### src/rtl/fir_decim_out.sv
// Decimating output buffer for the 16-tap FIR: keeps every DECIM-th qualified
// sample and queues it in a small FIFO drained by a valid/ready handshake.
module fir_decim_out #(
  parameter int DECIM = 4,
  parameter int DEPTH = 4
) (
  input  logic                     clk,
  input  logic                     rst,
  input  logic [10:0]              din,
  input  logic                     din_en,
  output logic [10:0]              dout,
  output logic                     dout_valid,
  input  logic                     dout_ready,
  output logic                     ovf,
  output logic [$clog2(DEPTH):0]   level
);

  localparam int AW = $clog2(DEPTH);
  localparam int PW = (DECIM > 1) ? $clog2(DECIM) : 1;
  localparam logic [PW-1:0] PHASE_LAST = PW'(DECIM - 1);
  localparam logic [AW:0]   LEVEL_FULL = (AW+1)'(DEPTH);

  logic [PW-1:0] phase_q, phase_d;
  logic [AW-1:0] wr_ptr_q, wr_ptr_d;
  logic [AW-1:0] rd_ptr_q, rd_ptr_d;
  logic [AW:0]   level_q, level_d;
  logic          ovf_q, ovf_d;
  logic [10:0]   mem_q [DEPTH];
  logic [10:0]   mem_d [DEPTH];

  logic keep;
  logic full;
  logic pop;
  logic push;

  // A full FIFO still accepts a kept sample when the head leaves in the same cycle.
  always_comb begin
    keep  = din_en && (phase_q == '0);
    full  = (level_q == LEVEL_FULL);
    pop   = (level_q != '0) && dout_ready;
    push  = keep && (!full || pop);

    phase_d = phase_q;
    if (din_en) begin
      phase_d = (phase_q == PHASE_LAST) ? '0 : phase_q + PW'(1);
    end

    wr_ptr_d = push ? wr_ptr_q + AW'(1) : wr_ptr_q;
    rd_ptr_d = pop  ? rd_ptr_q + AW'(1) : rd_ptr_q;

    level_d = level_q;
    if (push && !pop) begin
      level_d = level_q + (AW+1)'(1);
    end else if (pop && !push) begin
      level_d = level_q - (AW+1)'(1);
    end

    ovf_d = ovf_q | (keep && full && !pop);

    mem_d = mem_q;
    if (push) begin
      mem_d[wr_ptr_q] = din;
    end
  end

  always_ff @(posedge clk) begin
    if (!rst) begin
      phase_q  <= '0;
      wr_ptr_q <= '0;
      rd_ptr_q <= '0;
      level_q  <= '0;
      ovf_q    <= 1'b0;
      for (int i = 0; i < DEPTH; i++) begin
        mem_q[i] <= '0;
      end
    end else begin
      phase_q  <= phase_d;
      wr_ptr_q <= wr_ptr_d;
      rd_ptr_q <= rd_ptr_d;
      level_q  <= level_d;
      ovf_q    <= ovf_d;
      mem_q    <= mem_d;
    end
  end

  assign dout       = mem_q[rd_ptr_q];
  assign dout_valid = (level_q != '0);
  assign ovf        = ovf_q;
  assign level      = level_q;

endmodule

### config.mk
export PLATFORM = sky130hd
export DESIGN_NAME = fir_decim_out
export DESIGN_NICKNAME = d
export VERILOG_FILES = /design/src/rtl/fir_decim_out.sv
export SDC_FILE = /design/constraint.sdc
export NUM_CORES = 1
export LEC_CHECK = 0
export CORE_AREA = 10 10 85 87
export DETAILED_ROUTE_END_ITERATION = 6
export DIE_AREA = 0 0 95 97
export GPL_ROUTABILITY_DRIVEN = 0
export PLACE_DENSITY = 0.66
export SYNTH_ARGS = -nofsm -noshare
export SYNTH_HDL_FRONTEND = slang
export SYNTH_SLANG_ARGS = --single-unit
### constraint.sdc
create_clock -name clk -period 3.1 [get_ports clk]
set_clock_uncertainty 0.05 [all_clocks]
set_input_delay 0.62 -clock clk [delete_from_list [all_inputs] [get_ports clk]]
set_output_delay 0.62 -clock clk [all_outputs]
set_load 0.01 [all_outputs]
==> impl_metrics.py <==
metrics = {
    "run_status": {
        "status": "finished clean",
    },
    "cts": {
        "cts_setup_buffers": 0,
        "numCtsBuffers": 5,
        "root_buffer": "clkbuf_8",
        "holdBufCountCts": 0,
        "cts_resized": 0,
        "cts_tree": "yes",
        "htreeDepth": 2,
        "path_clk_slew_ns": 0.10,
        "cts_buffer_depth": 2,
        "clock_sinks": 54,
        "clock_latency_ns": 0.31,
    },
    "sta": {
        "slew_headroom_pct": 65.6,
        "fin_tns_setup_ns": 0,
        "rsz0062_at_grt": "false",
        "max_slew.worst_pin.slew_ns": 0.509,
        "fin_crit_sh_pct": 87.3,
        "max_freq_mhz": 369,
        "drv_slew": 0,
        "timing_hold_violations_final": 0,
        "setup_violations": 0,
        "fin_crit_ns": 2.71,
    },
    "setup_path": {
        "r2r_end": "level[2]",
        "crit_type": "reg2out",
        "r2r_cells": 8,
        "regToRegStartpoint": "level[0]",
        "ff2ff_setup_slack_ns": 0.81,
        "worstSetupEndpoint": "dout[9]",
        "crit_path_max_fanout": 8,
        "crit_path_cell_trace": "mux4_2 > clkdlybuf4s50_1",
        "critPathArrivalTime_ns": 2.04,
        "cp-start-kind": "register",
        "critPathLaunch": "rd_ptr_q[1]",
        "cp-end-kind": "primary output",
        "slowest_stage": "dfxtp_1",
        "required_ns": 2.43,
        "crit_path_max_incr_delay_ns": 0.64,
    },
    "yosys": {
        "synthTopCellsByCount": "nand2_1, dfxtp_1, mux2i_1",
        "synth-seq-area-share_pct": 44.3,
        "yosysTopAreaCellShare_pct": 44.3,
        "synth_area_sq_um": 2440,
        "ys_warn_count": 0,
        "synth_cells": 225,
        "synth_top_area_cell": "dfxtp_1",
        "synth_edf_count": 0,
        "ys_types": 23,
        "syn_area_per_cell_sq_um": 10.8,
        "synthFlopType": "dfxtp_1",
        "synth.most_common_cell": "nand2_1",
        "synth_seq_cells": 54,
        "synth_async_sr_flop_share_pct": 0,
        "synthTopCellsByArea": "dfxtp_1, mux2i_1, mux4_2, nand2_1, ha_1",
        "synth_nets": 248,
    },
    "finish": {
        "diodes": 0,
        "final_util_pct": 54.6,
        "n_fill_cell": 476,
        "area_growth_pct": 22.4,
        "drive_gt1_share_pct": 13.1,
        "layout.nets": 281,
    },
    "drt": {
        "drt_drc_violations_left": 0,
        "drt_iter0_drc": 110,
        "wl_per_cell_um": 14.7,
        "num_vias": 1646,
        "drt-total-wl_um": 4870,
        "first_pass_iters": 4,
        "viasPerCell": 4.97,
        "ant_nets": 0,
    },
    "power_and_ir_drop": {
        "combPwrFrac_pct": 27.9,
        "p_switching_uw": 532,
        "power.ir.vdd_worst_uv": 407,
        "total_power_mw": 1.93,
        "power.leakage_nw": 1.07,
        "power.density_nw_per_um2": 646,
        "p_int_mw": 1.40,
        "switching_share_pct": 27.6,
        "seqPwrFrac_pct": 42.5,
        "power.share.clock_pct": 29.6,
    },
    "global_route": {
        "antenna_found_initial": 0,
        "grt_use_total_pct": 11.2,
        "gr-total-overflow": 0,
        "grt_max_degree": 41,
        "grt_pass1_vias": 1692,
        "grt_pass1_wl_um": 8420,
    },
    "hold_path": {
        "hp-class": "reg2reg",
        "min_path_cells": 2,
    },
    "die": {
        "die_w_um": 95,
        "row_count": 27,
        "pin_count": 31,
        "die_h_um": 97,
        "start_util_pct": 44.6,
        "die_area_sq_um": 9220,
        "coreArea_sq_um": 5470,
    },
    "flow_run": {
        "drv_cap": 0,
    },
    "placement": {
        "io_buffers": 30,
        "dpl.hpwl_um": 3280,
    },
}
-- power groups by stage --
stage | clock network [mW] | logic [mW] | registers [mW]
2_1_floorplan | 0 | 0.334 | 0.831
4_1_cts | 0.589 | 0.549 | 0.820
6_report | 0.571 | 0.539 | 0.819
3_5_place_dp | 0 | 0.547 | 0.836
3_3_place_gp | 0 | 0.541 | 0.833
5_1_grt | 0.614 | 0.593 | 0.832
-- final cells by class --
type / instances / area, sq um / area share [%]
clock buffers: 6 / 82.6 / 2.76
clock inverters: 2 / 60.1 / 2.01
inverters: 5 / 18.8 / 0.628
multi-input cells: 153 / 1280 / 42.8
flip-flops and latches: 54 / 1080 / 36.2
well taps: 72 / 90.1 / 3.02
repair buffers: 39 / 375 / 12.6
-- kinds of logic (layout without fill, tap and decap cells) --
family | Yosys count | count (layout) | synth area share [%]
AND/OR/NAND/NOR | 76 | 76 | 14.1
adder cells (fa/ha/maj) | 8 | 8 | 4.41
flip-flops | 54 | 54 | 44.3
buffers and inverters | 18 | 52 | 4.10
XOR/XNOR | 4 | 4 | 1.44
AO/OA/AOI/OAI | 5 | 5 | 1.44
multiplexers | 60 | 60 | 30.3
-- stage by stage --
stage	hold slack (ns)	worst slack, ns	cell area [sq um]	instances
floorplan	0.382	0.828	2440	225
global placement	0.390	0.321	2840	323
detailed placement	0.398	0.200	2840	323
CTS	0.412	0.340	2990	331
global route	0.428	0.274	2990	331
finish	0.408	0.392	2990	331
-- placed cells by master (no fill, tap or decap) --
master           count
a21boi_0             1
o21ai_0              1
or3_1                2
fa_1                 1
ha_1                 7
inv_1                5
nor3b_2              4
mux2i_1             49
nor2b_1              4
xor2_1               1
nor4b_4              1
a31oi_1              1
clkdlybuf4s50_1     29
clkbuf_8             6
nor2_1               2
mux4_2              11
buf_2                1
buf_4                8
and2_1               3
dfxtp_1             54
xnor2_1              3
buf_12               1
nand2_1             60
bufinv_16            2
o311ai_0             1
o31ai_1              1
-- registers in the layout, summed over array words and instances, names as in the netlist --
register,flops
wr_ptr_q,2
phase_q,2
rd_ptr_q,2
mem_q,44
ovf,1
level,3
-- worst min-delay path by stage --
stage                            to  slack, ns  startpoint
final                     mem_q[28]       0.41   mem_q[28]
after floorplan           mem_q[11]       0.38   mem_q[11]
after global placement    mem_q[28]       0.39   mem_q[28]
after detailed placement   mem_q[1]       0.40    mem_q[1]
after global routing      mem_q[10]       0.43   mem_q[10]
after CTS                 mem_q[28]       0.41   mem_q[28]
-- routing by layer --
metal | global-route usage, % | vias up | wire length [um]
li1 | - | 829 | -
met3 | 3.93 | 8 | 318
met5 | 0 | - | 0
met1 | 14.7 | 775 | 2290
met4 | 3.09 | 0 | 56
met2 | 17.1 | 34 | 2200
-- critical path: cells and delay by family (launching register included) --
kind	cells	cell delay (ns)
mux	1	0.59
flops	1	0.64
buf+inv	1	0.50
(Power assumes the default switching activity.)
